## src/rtl/pla_shift_sequencer.sv

```systemverilog
// pla_shift_sequencer
//   Multi-pass controller for a shared 16-bit combinational arithmetic-right
//   barrel shifter that can shift at most MAX_STEP places per pass. A request
//   (word + total amount 0..15) is split into passes of at most MAX_STEP. Each
//   partial result is registered, and the final word is returned over
//   valid/ready.
//
//   Ports
//     clk, rst_n          clock, asynchronous active-low reset
//     flush               synchronous abort of any in-flight operation
//     in_valid/in_ready   request handshake; in_data operand, in_amt amount
//     out_valid/out_ready result handshake; out_data result
//     busy                high while an operation is in SHIFT or DONE
//     sh_amt/sh_data      drive the shared shifter (zero outside SHIFT)
//     sh_result           shifter output, combinational in the same cycle
//
//   Optional feature: define SHIFT_SEQ_STATS_EN to add stat_clr, stat_ops
//   (completed output handshakes) and stat_passes (SHIFT cycles).
module pla_shift_sequencer #(
    parameter int DATA_W   = 16,
    parameter int AMT_W    = 4,
    parameter int MAX_STEP = 7,
    localparam int SEL_W   = $clog2(MAX_STEP + 1)
) (
    input  logic              clk,
    input  logic              rst_n,
    input  logic              flush,
    input  logic              in_valid,
    output logic              in_ready,
    input  logic [DATA_W-1:0] in_data,
    input  logic [AMT_W-1:0]  in_amt,
    output logic              out_valid,
    input  logic              out_ready,
    output logic [DATA_W-1:0] out_data,
    output logic              busy,
    output logic [SEL_W-1:0]  sh_amt,
    output logic [DATA_W-1:0] sh_data,
`ifdef SHIFT_SEQ_STATS_EN
    input  logic              stat_clr,
    output logic [15:0]       stat_ops,
    output logic [15:0]       stat_passes,
`endif
    input  logic [DATA_W-1:0] sh_result
);

    typedef enum logic [1:0] {IDLE, SHIFT, DONE} state_t;

    localparam logic [AMT_W-1:0] STEP_MAX = AMT_W'(MAX_STEP);

    state_t            state_q, state_d;
    logic [DATA_W-1:0] data_q;
    logic [AMT_W-1:0]  rem_q;
    logic [AMT_W-1:0]  step;
    logic              last_pass;
    logic              accept;

    assign step      = (rem_q > STEP_MAX) ? STEP_MAX : rem_q;
    assign last_pass = (rem_q <= STEP_MAX);
    // flush wins over a same-cycle request
    assign accept    = (state_q == IDLE) && in_valid && !flush;

    always_ff @(posedge clk or negedge rst_n) begin
        if (!rst_n) state_q <= IDLE;
        else        state_q <= state_d;
    end

    always_comb begin
        state_d   = state_q;
        in_ready  = 1'b0;
        out_valid = 1'b0;
        out_data  = '0;
        busy      = 1'b0;
        sh_amt    = '0;
        sh_data   = '0;
        unique case (state_q)
            IDLE: begin
                in_ready = 1'b1;
                if (accept) state_d = SHIFT;
            end
            SHIFT: begin
                busy    = 1'b1;
                sh_data = data_q;
                sh_amt  = SEL_W'(step);
                if (last_pass) state_d = DONE;
            end
            DONE: begin
                busy = 1'b1;
                // a flushed result must not be seen as handshaken
                out_valid = !flush;
                out_data  = data_q;
                if (out_ready) state_d = IDLE;
            end
            default: state_d = IDLE;
        endcase
        if (flush) state_d = IDLE;
    end

    always_ff @(posedge clk or negedge rst_n) begin
        if (!rst_n) begin
            data_q <= '0;
            rem_q  <= '0;
        end else if (!flush) begin
            if (accept) begin
                data_q <= in_data;
                rem_q  <= in_amt;
            end else if (state_q == SHIFT) begin
                data_q <= sh_result;
                rem_q  <= rem_q - step;
            end
        end
    end

`ifdef SHIFT_SEQ_STATS_EN
    always_ff @(posedge clk or negedge rst_n) begin
        if (!rst_n) begin
            stat_ops    <= '0;
            stat_passes <= '0;
        end else if (stat_clr) begin
            stat_ops    <= '0;
            stat_passes <= '0;
        end else begin
            if (out_valid && out_ready) stat_ops    <= stat_ops + 16'd1;
            if (state_q == SHIFT)       stat_passes <= stat_passes + 16'd1;
        end
    end
`endif

endmodule

```

## config.mk

```make
export PLATFORM = sky130hd
export DESIGN_NAME = pla_shift_sequencer
export DESIGN_NICKNAME = d
export VERILOG_FILES = /design/src/rtl/pla_shift_sequencer.sv
export SDC_FILE = /design/constraint.sdc
export NUM_CORES = 1
export LEC_CHECK = 0
export ABC_AREA = 0
export CORE_MARGIN = 2
export CORE_UTILIZATION = 40
export DETAILED_ROUTE_END_ITERATION = 16
export MAX_ROUTING_LAYER = met4
export PLACE_DENSITY = 0.93
export SKIP_CTS_REPAIR_TIMING = 1
export SYNTH_ARGS = -nofsm -noshare
export SYNTH_HDL_FRONTEND = slang
export SYNTH_SLANG_ARGS = --single-unit
export TNS_END_PERCENT = 30
```

## constraint.sdc

```tcl
create_clock -name clk -period 2.9 [get_ports clk]
set_input_delay 0.29 -clock clk [delete_from_list [all_inputs] [get_ports clk]]
set_output_delay 0.29 -clock clk [all_outputs]
set_load 0.005 [all_outputs]
```

==> metrics.md <==
| Metric | Value |
|---|---|
| Status | finished clean |
| Compound-Gate Fraction of Synth Area | 13.9% |
| Largest net degree at the start of global routing | 39 |
| Total gr overflow | 0 |
| Pre-CTS WS | 0.760 ns |
| Setup_tns | 0 ns |
| Simple-gate share of the synthesized area | 25.0% |
| First-pass GRT wire length | 5510 um |
| Critical path peak fanout | 20 |
| YS warnings | 0 |
| Final setup violation count | 0 |
| Die Y-Extent | 64.4 um |
| Dominant combinational cell family by area after synthesis | simple AND/OR/NAND/NOR gates |
| Seq/Total Area, Yosys | 37.8% |
| Layout cells sized above 1 | 9.17% |
| Die Wd | 64.4 um |
| Leakage Power | 0.921 nW |
| Worst Path Required | 2.61 ns |
| # rows | 21 |
| Min Hold Slack | 0.513 ns |
| CP Capture Type | primary output |
| IO Pins | 79 |
| ANT cells | 0 |
| DP Wirelength | 2620 um |
| Area Growth Syn to Fin | 57.7% |
| Initial core utilization | 42.7% |
| Post-synthesis mux area share | 13.4% |
| Placer congestion estimate | 0.758 |
| Total GRT Usage | 17.0% |
| Htree depth | 1 |
| Final nets | 275 |
| DR WL/cell | 12.4 um |
| Vias | 1291 |
| Arrival time at the worst endpoint | 2.14 ns |
| Adder-cell share of the synthesized area | 3.43% |
| Kind of critical path | reg -> out |
| DR DRC count | 0 |
| PortBufs | 78 |
| Worst Skew | 0.00964 ns |
| Max Cap Violations | 0 |
| Vias in the first global route | 1219 |
| Core ar. | 3420 um2 |
| Worst slew pin tran | 0.963 ns |
| Skew-Pair Late Insertion Delay | 0.30 ns |
| Maximum vdd drop | 0.446 mV |
| Max transition margin | 35.6% |
| Final hold violations | 0 |
| CTS tree | built |
| Initial antenna violation count | 0 |
| Detailed-route vias per instance | 4.69 |
| Post-Syn Nets | 198 |
| Post-synthesis xor/xnor area fraction | 0% |
| Hold/Removal Path Class | in -> async |
| Initial DRT Pass Iterations | 4 |
| Die area | 4140 um2 |
| Mapped Avg Cell Area | 9.53 um2 |
| Final setup margin | 0.467 ns |
| RSZ-0062 raised after global routing | no |
| Layout fillers | 284 |
| DR iter-0 viols | 34 |
| Tcrit/Tclk final | 83.9% |
| Max Slew Vio Count | 0 |
| Synthesis-stage register bit count | 22 |
| Max Fclk | 411 MHz |
| Worst setup SP type | flip-flop |
| Clock Pin Slew Worst Setup and Hold Paths | 0.13 ns |
| Period minus WS final | 2.43 ns |
| Post-route antenna net violation count | 0 |
| Wirelength, routed | 3410 um |
| Clock Root Buffer | clkbuf_4 |
| Deepest clock path buffer count | 2 |
| Yosys cell types | 28 |
| Syn Inst Count | 153 |
| Mapped Area | 1460 um2 |
| CTS Buf Count | 3 |
| Clock sink count | 22 |
| Pwr dens | 662 nW/um2 |
cells by family (layout without fill, tap and decap cells):
logic type,count (synthesis),count (layout)
fa+ha+maj,4,4
compound gates,27,27
mux,19,19
flops,22,22
simple gates,66,66
buf+inv,15,91
synthesized netlist by cell type:
cell type	n	share of area [%]
a31oi_1	2	0.86
nand2b_1	5	2.1
and2_1	32	14
and3b_1	2	1.2
buf_8	1	1.0
nand3b_1	1	0.52
inv_1	6	1.5
o21a_1	1	0.52
buf_2	1	0.34
nor2b_2	1	0.60
buf_4	1	0.52
ha_1	4	3.4
mux2_4	1	1.0
a21o_1	1	0.52
clkbuf_1	3	0.77
nand2_1	19	4.9
o21ai_1	7	2.4
dfrtp_1	22	38
a211oi_2	1	0.86
and2b_1	1	0.52
mux2i_1	18	12
a21oi_1	2	0.69
o31ai_2	1	0.86
nor2_1	4	1.0
o21ai_2	10	6.0
nand3_1	1	0.34
a311oi_1	2	1.2
buf_6	3	2.3
worst max-delay path, cell delays in order (launching register included):
cell and delay (ns):
dfrtp_1 0.42, inv_1 0.08, ha_1 0.52, inv_1 0.18, a21oi_1 0.15, clkdlybuf4s50_1 0.51
registers in the layout, indices dropped and copies added, names as in the netlist:
name	cells
data_q	16
rem_q	4
state_q	2
power by group:
group          internal, mW  total, mW  switching (mW)
Combinational         0.434      0.743           0.309
Sequential            0.446      0.551           0.105
Clock                 0.139      0.229          0.0893
Total                  1.02       1.52           0.503
routing by layer:
layer,global-route usage (%),share of wire (%)
met5,-,0
met4,2.39,0.50
met1,21.0,43
met3,3.35,6.0
met2,29.4,50
through the flow:
stage               utilization (%)  power (mW)  cell area (um2)  cells
floorplan                         -       0.972             1460    153
global placement               65.8        1.28             2250    271
detailed placement             65.8        1.31             2250    271
CTS                            67.3        1.54             2300    275
global route                   67.3        1.64             2300    275
finish                         67.3        1.52             2300    275
cells in the final DEF, fill, tap and decap left out, drive strengths merged:
cell type,instances
nor2,4
mux2i,18
mux2,1
a31oi,2
and2,32
o21ai,17
and2b,1
a21o,1
nand2b,5
dfrtp,22
clkdlybuf4s50,78
clkbuf,3
nand2,19
nand3b,1
o31ai,1
nor2b,1
o21a,1
ha,4
nand3,1
a21oi,2
a311oi,2
inv,6
a211oi,1
bufinv,1
and3b,2
buf,3
final cells by class:
type	instances	area, um2	area share (%)
inverter	6	22.5	0.980
clock buffer	3	22.5	0.980
timing repair buffer	81	803	34.9
clock inverter	1	30.0	1.31
sequential	22	551	24.0
tap	46	57.6	2.50
multi-input combinational	116	812	35.3
path summary, 6_finish.rpt:
check / from / endpoint / slack (ns) / cells after the start
worst min register to register: data_q[0] / data_q[0] / 0.57 / 2
min in group clk: in_data[10] / data_q[10] / 0.51 / 3
max in group asynchronous: rst_n / data_q[0] / 1.80 / 1
worst min-delay path: rst_n / rem_q[2] / 0.51 / 1
worst max-delay path: state_q[1] / sh_amt[0] / 0.47 / 5
worst max register to register: state_q[1] / data_q[1] / 0.93 / 6
Note: power is estimated with default switching activity, not from simulation.
